### config.mk
export PLATFORM = sky130hd
export DESIGN_NAME = kernel_result_writer_flat
export DESIGN_NICKNAME = d
export VERILOG_FILES = /design/src/rtl/kernel_result_writer_if.sv /design/src/rtl/kernel_result_writer.sv /design/src/flat_wrapper.sv
export SDC_FILE = /design/constraint.sdc
export NUM_CORES = 1
export LEC_CHECK = 0
export ABC_AREA = 1
export CELL_PAD_IN_SITES_DETAIL_PLACEMENT = 2
export CELL_PAD_IN_SITES_GLOBAL_PLACEMENT = 2
export CORE_MARGIN = 1.5
export CORE_UTILIZATION = 24
export CTS_CLUSTER_DIAMETER = 40
export DETAILED_ROUTE_END_ITERATION = 6
export MAX_ROUTING_LAYER = met4
export PLACE_DENSITY_LB_ADDON = 0.12
export SLEW_MARGIN = 0
export SYNTH_ARGS = -nofsm -noshare
export SYNTH_HDL_FRONTEND = slang
export SYNTH_SLANG_ARGS = --single-unit
### constraint.sdc
create_clock -name clk -period 1.6 [get_ports clk]
set_input_delay 0.32 -clock clk [delete_from_list [all_inputs] [get_ports clk]]
set_output_delay 0.32 -clock clk [all_outputs]
set_load 0.1 [all_outputs]
### src/rtl/kernel_result_writer_if.sv
// Bundle between the kernel-result source/control side and the result-RAM writer.
// The master side issues frame control and pixels; the slave side is the writer.
interface kernel_result_writer_if #(
  parameter int IN_W = 17
);
  logic                   start;
  logic                   abort;
  logic [1:0]             mode;
  logic                   in_valid;
  logic signed [IN_W-1:0] in_data;
  logic                   wr_en;
  logic [15:0]            wr_addr;
  logic [7:0]             wr_data;
  logic                   busy;
  logic                   done;
  logic [1:0]             frame_mode;
  logic [15:0]            clip_count;

  modport master (
    output start, abort, mode, in_valid, in_data,
    input  wr_en, wr_addr, wr_data, busy, done, frame_mode, clip_count
  );

  modport slave (
    input  start, abort, mode, in_valid, in_data,
    output wr_en, wr_addr, wr_data, busy, done, frame_mode, clip_count
  );
endinterface

### src/rtl/kernel_result_writer.sv
// Captures one frame of signed kernel results, clamps each to 8 bits and writes
// it row-major into the result RAM one cycle after acceptance.
module kernel_result_writer #(
  parameter int IMG_W = 256,
  parameter int IMG_H = 256,
  parameter int IN_W  = 17
) (
  input  logic                  clk,
  input  logic                  n_rst,
  kernel_result_writer_if.slave bus
);

  typedef enum logic [1:0] {IDLE, RUN, DRAIN, DONE} state_t;

  localparam int          TOTAL    = IMG_W * IMG_H;
  localparam logic [15:0] LAST_PIX = 16'(TOTAL - 1);

  state_t      state, next_state;
  logic        accept;
  logic        go;
  logic        clipped;
  logic [7:0]  clamped;
  logic [15:0] pix_cnt;
  logic        wr_en_q;
  logic [15:0] wr_addr_q;
  logic [7:0]  wr_data_q;
  logic [1:0]  frame_mode_q;
  logic [15:0] clip_count_q;

  always_ff @(posedge clk) begin
    if (!n_rst) state <= IDLE;
    else        state <= next_state;
  end

  // abort outranks both start and pixel acceptance
  always_comb begin
    next_state = state;
    accept     = 1'b0;
    go         = 1'b0;
    case (state)
      IDLE: begin
        if (bus.start && !bus.abort) begin
          next_state = RUN;
          go         = 1'b1;
        end
      end
      RUN: begin
        if (bus.abort) begin
          next_state = IDLE;
        end else if (bus.in_valid) begin
          accept = 1'b1;
          if (pix_cnt == LAST_PIX) next_state = DRAIN;
        end
      end
      DRAIN:   next_state = bus.abort ? IDLE : DONE;
      DONE:    next_state = IDLE;
      default: next_state = IDLE;
    endcase
  end

  always_comb begin
    clipped = 1'b0;
    clamped = bus.in_data[7:0];
    if (bus.in_data[IN_W-1]) begin
      clamped = 8'h00;
      clipped = 1'b1;
    end else if (|bus.in_data[IN_W-2:8]) begin
      clamped = 8'hFF;
      clipped = 1'b1;
    end
  end

  // wr_addr/wr_data only move on an accepted pixel, so they hold between writes
  always_ff @(posedge clk) begin
    if (!n_rst) begin
      wr_en_q      <= 1'b0;
      wr_addr_q    <= 16'd0;
      wr_data_q    <= 8'd0;
      pix_cnt      <= 16'd0;
      frame_mode_q <= 2'd0;
      clip_count_q <= 16'd0;
    end else begin
      wr_en_q <= accept;
      if (go) begin
        pix_cnt      <= 16'd0;
        clip_count_q <= 16'd0;
        frame_mode_q <= bus.mode;
      end
      if (accept) begin
        wr_addr_q <= pix_cnt;
        wr_data_q <= clamped;
        pix_cnt   <= pix_cnt + 16'd1;
        if (clipped && (clip_count_q != 16'hFFFF)) clip_count_q <= clip_count_q + 16'd1;
      end
    end
  end

  assign bus.wr_en      = wr_en_q;
  assign bus.wr_addr    = wr_addr_q;
  assign bus.wr_data    = wr_data_q;
  assign bus.busy       = (state == RUN) || (state == DRAIN);
  assign bus.done       = (state == DONE);
  assign bus.frame_mode = frame_mode_q;
  assign bus.clip_count = clip_count_q;

endmodule
### src/flat_wrapper.sv
// flat-port wrapper written by rule: the top's interface ports become plain ports
module kernel_result_writer_flat 
#(
  parameter int IMG_W = 256,
  parameter int IMG_H = 256,
  parameter int IN_W  = 17
)
  (clk, n_rst, bus_start, bus_abort, bus_mode, bus_in_valid, bus_in_data, bus_wr_en, bus_wr_addr, bus_wr_data, bus_busy, bus_done, bus_frame_mode, bus_clip_count);
  kernel_result_writer_if #(.IN_W(IN_W)) bus_i ();
  input  logic clk;
  input  logic n_rst;
  input wire logic [$bits(bus_i.start)-1:0] bus_start;
  input wire logic [$bits(bus_i.abort)-1:0] bus_abort;
  input wire logic [$bits(bus_i.mode)-1:0] bus_mode;
  input wire logic [$bits(bus_i.in_valid)-1:0] bus_in_valid;
  input wire logic [$bits(bus_i.in_data)-1:0] bus_in_data;
  output wire logic [$bits(bus_i.wr_en)-1:0] bus_wr_en;
  output wire logic [$bits(bus_i.wr_addr)-1:0] bus_wr_addr;
  output wire logic [$bits(bus_i.wr_data)-1:0] bus_wr_data;
  output wire logic [$bits(bus_i.busy)-1:0] bus_busy;
  output wire logic [$bits(bus_i.done)-1:0] bus_done;
  output wire logic [$bits(bus_i.frame_mode)-1:0] bus_frame_mode;
  output wire logic [$bits(bus_i.clip_count)-1:0] bus_clip_count;
  assign bus_i.start = bus_start;
  assign bus_i.abort = bus_abort;
  assign bus_i.mode = bus_mode;
  assign bus_i.in_valid = bus_in_valid;
  assign bus_i.in_data = bus_in_data;
  assign bus_wr_en = bus_i.wr_en;
  assign bus_wr_addr = bus_i.wr_addr;
  assign bus_wr_data = bus_i.wr_data;
  assign bus_busy = bus_i.busy;
  assign bus_done = bus_i.done;
  assign bus_frame_mode = bus_i.frame_mode;
  assign bus_clip_count = bus_i.clip_count;
  kernel_result_writer #(.IMG_W(IMG_W), .IMG_H(IMG_H), .IN_W(IN_W)) u_core (.clk(clk), .n_rst(n_rst), .bus(bus_i));
endmodule
==> run_results.csv <==
group,metric,value,unit
cells_and_area,fillers,1446,
worst_setup_path,cp-start-kind,"flip-flop",
synthesis,yosys-top-cells-count,"nand2_1, dfxtp_1, nor2_1",
sta,worst_pin_slew,0.331,ns
sta,max_freq,641,MHz
sta,slew_headroom,0.779,
worst_setup_path,r2r-start,"u_core.state[1]",
synthesis,netlist_top_cells_area,"dfxtp_1, nand2_1, nor2_1, a21oi_1, o21ai_0",
synthesis,yosysTopAreaCellShare,0.389,
cells_and_area,fin_util,0.417,
routing,dr.pass1.iters,4,
cells_and_area,final_cell_count_no_fill,750,
worst_setup_path,slowest_delay,0.33,ns
routing,ant_nets,0,
clocking,cts_max_path_buffers,2,
flow_run,maxCapViolations,0,
cells_and_area,diodes,0,
worst_setup_path,startpoint,"u_core.state[1]",
routing,num_vias,3528,
power,power,5.67,mW
worst_setup_path,slowest_stage,"dfxtp_2",
place,io_buffers,68,
power,cellLeakagePower,1.96,nW
cells_and_area,stdcell_area,0.00529,mm2
worst_setup_path,crit_family,"buffers and inverters",
die,die_h,117,um
sta,skew,0.00931,ns
worst_setup_path,worst_setup_path_end_kind,"flip-flop",
worst_setup_path,cp_num_buf_inv,4,
worst_setup_path,cp_max_fo,8,
routing,wl_per_cell,16.4,um
clocking,cts_sinks,61,
synthesis,async_flop_share,0,
global_route,grt_max_degree,22,
place,placed_cell_area,0.00472,mm2
place,dpl.hpwl,8800,um
worst_setup_path,worstSetupPathType,"reg -> reg",
hold_path,worstHoldStart,"u_core.pix_cnt[12]",
global_route,overflow,0,
sta,final_hold_viol_count,0,
routing,drt-total-wl,12300,um
synthesis,yosys_warnings,0,
synthesis,synth_nets,498,
cells_and_area,fin_nets,605,
routing,via_per_inst,4.70,
clocking,cts_made_buffers,9,
die,start_util,0.248,
routing,drcViolationCount,0,
synthesis,ys.flop_type,"dfxtp_1",
die,rows,41,
synthesis,synth_area,0.00314,mm2
global_route,first_global_vias,3911,
global_route,antenna_found_initial,0,
sta,maxSlewViolCount,0,
synthesis,avgSynthCellArea,6.72,um2
place,placedCellCount,727,
synthesis,yosysMostFrequentCell,"nand2_1",
synthesis,synth.distinct_cells,30,
global_route,grt_first_pass_wirelength,19800,um
clocking,clk_pin_slew_worst_paths,0.05,ns
sta,setup_violations,0,
sta,rsz0062_at_grt,"true",
worst_setup_path,crit_arrival,1.81,ns
cells_and_area,areaGrowthSynthToFinish,68.6,%
synthesis,synth_seq_area_share,0.389,
sta,min_period,1.56,ns
power,ir_drop,512,uV
worst_setup_path,path_cells,"inv_4 -> ha_4 -> inv_4 -> nor2_4 -> nand2_4 -> buf_12 -> nor2_4 -> buf_6 -> o31ai_1 -> a21oi_1",
sta,finalCritPeriodShare,0.975,
clocking,h-tree-depth,3,
synthesis,synth-edff-count,0,
cells_and_area,drive_gt1_frac,0.275,
die,coreArea,0.0127,mm2
clocking,root_buffer,"clkbuf_16",
synthesis,synth_top_cell_by_area,"dfxtp_1",
global_route,grt_usage,0.186,
hold_path,hold_class,"reg -> reg",
outcome,status,"complete, no violations",
clocking,postCtsHoldBufs,0,
die,die_x,117,um
power,power_density,1070,mW/mm2
synthesis,synth_cells,467,
routing,drtIter0Drc,93,
die,pin_count,69,
sta,finalSetupTns,0,ns
place,place_congestion,0.791,
synthesis,synth-seq-cells,61,
worst_setup_path,required,1.85,ns
clocking,cts_tree,"yes",
clocking,clk_latency,0.33,ns
die,die_area,0.0138,mm2
stage by stage:
stage	hold WS, ns	setup WS, ns
floorplan	0.452	0.00178
global placement	0.472	-0.367
detailed placement	0.482	-0.474
CTS	0.488	-0.00726
global route	0.522	-0.0501
finish	0.481	0.0405
sequential cells by signal, indices dropped and copies added, names as in the netlist:
signal	flops
u_core.pix_cnt	16
u_core.bus.wr_en	1
u_core.bus.wr_data	8
u_core.state	2
u_core.bus.clip_count	16
u_core.bus.wr_addr	16
u_core.bus.frame_mode	2
where the power goes:
group	internal, mW	switching, mW	total, mW
clock network	1.08	0.694	1.77
logic	0.830	1.32	2.15
registers	1.62	0.134	1.75
metal layers:
metal,global-route usage,up-vias,part of all wire
li1,-,1741,-
met1,0.212,1728,0.43
met4,0.0625,0,0.015
met3,0.0282,14,0.022
met2,0.334,45,0.53
met5,-,-,0
worst reg2reg max path, cell delays in order (launching register included):
cell and delay [ns]:
dfxtp_2 0.33, inv_4 0.08, ha_4 0.16, inv_4 0.05, nor2_4 0.11, nand2_4 0.11
buf_12 0.17, nor2_4 0.09, buf_6 0.13, o31ai_1 0.07, a21oi_1 0.16
area by class of cell:
class	instances	area [um2]	area share
clock buffers	13	250	0.0473
multi-input cells	342	1810	0.342
clock inverters	2	10.0	0.00189
repair inverters	1	6.26	0.00118
inverters	50	206	0.0390
flip-flops and latches	61	1280	0.241
repair buffers	109	1520	0.287
well taps	172	215	0.0407
kinds of logic after synthesis:
logic type	after synthesis	synth area share
buf+inv	67	0.0925
fa+ha+maj	7	0.0279
compound gates	97	0.170
simple gates	232	0.312
xor+xnor	3	0.00838
flops	61	0.389
what timing repair did:
item	in CTS	in global routing
setup buffers	1	2
pin swaps	3	8
resized for setup	26	51
gates cloned	1	4
setup endpoints to repair	38	42
placed cells by master, fill, tap and decap left out, types with 3 or more instances in the layout:
cell type,n
nor2_1,51
nor3_1,4
nand3_1,17
clkbuf_16,10
nand2_4,4
nand3_2,6
xor2_1,3
inv_2,4
o21ai_0,23
dfxtp_4,13
nand2_1,123
nor2_2,7
inv_4,4
nand3_4,3
nand4_1,9
clkdlybuf4s50_1,23
clkbuf_1,3
nor2_4,6
o21ai_1,14
o21a_1,3
buf_4,34
ha_1,4
dfxtp_1,43
buf_12,49
a21oi_1,42
ha_4,3
dfxtp_2,5
inv_1,41
o31ai_1,9
worst paths after layout:
kind                            cells after the start               endpoint  slack, ns
worst max-delay path                               10  u_core.bus.wr_data[7]       0.04
worst min-delay path                                2     u_core.pix_cnt[12]       0.48
worst max register to register                     10  u_core.bus.wr_data[7]       0.04
worst min register to register                      2     u_core.pix_cnt[12]       0.48
Power figures use the tool's default switching activity.
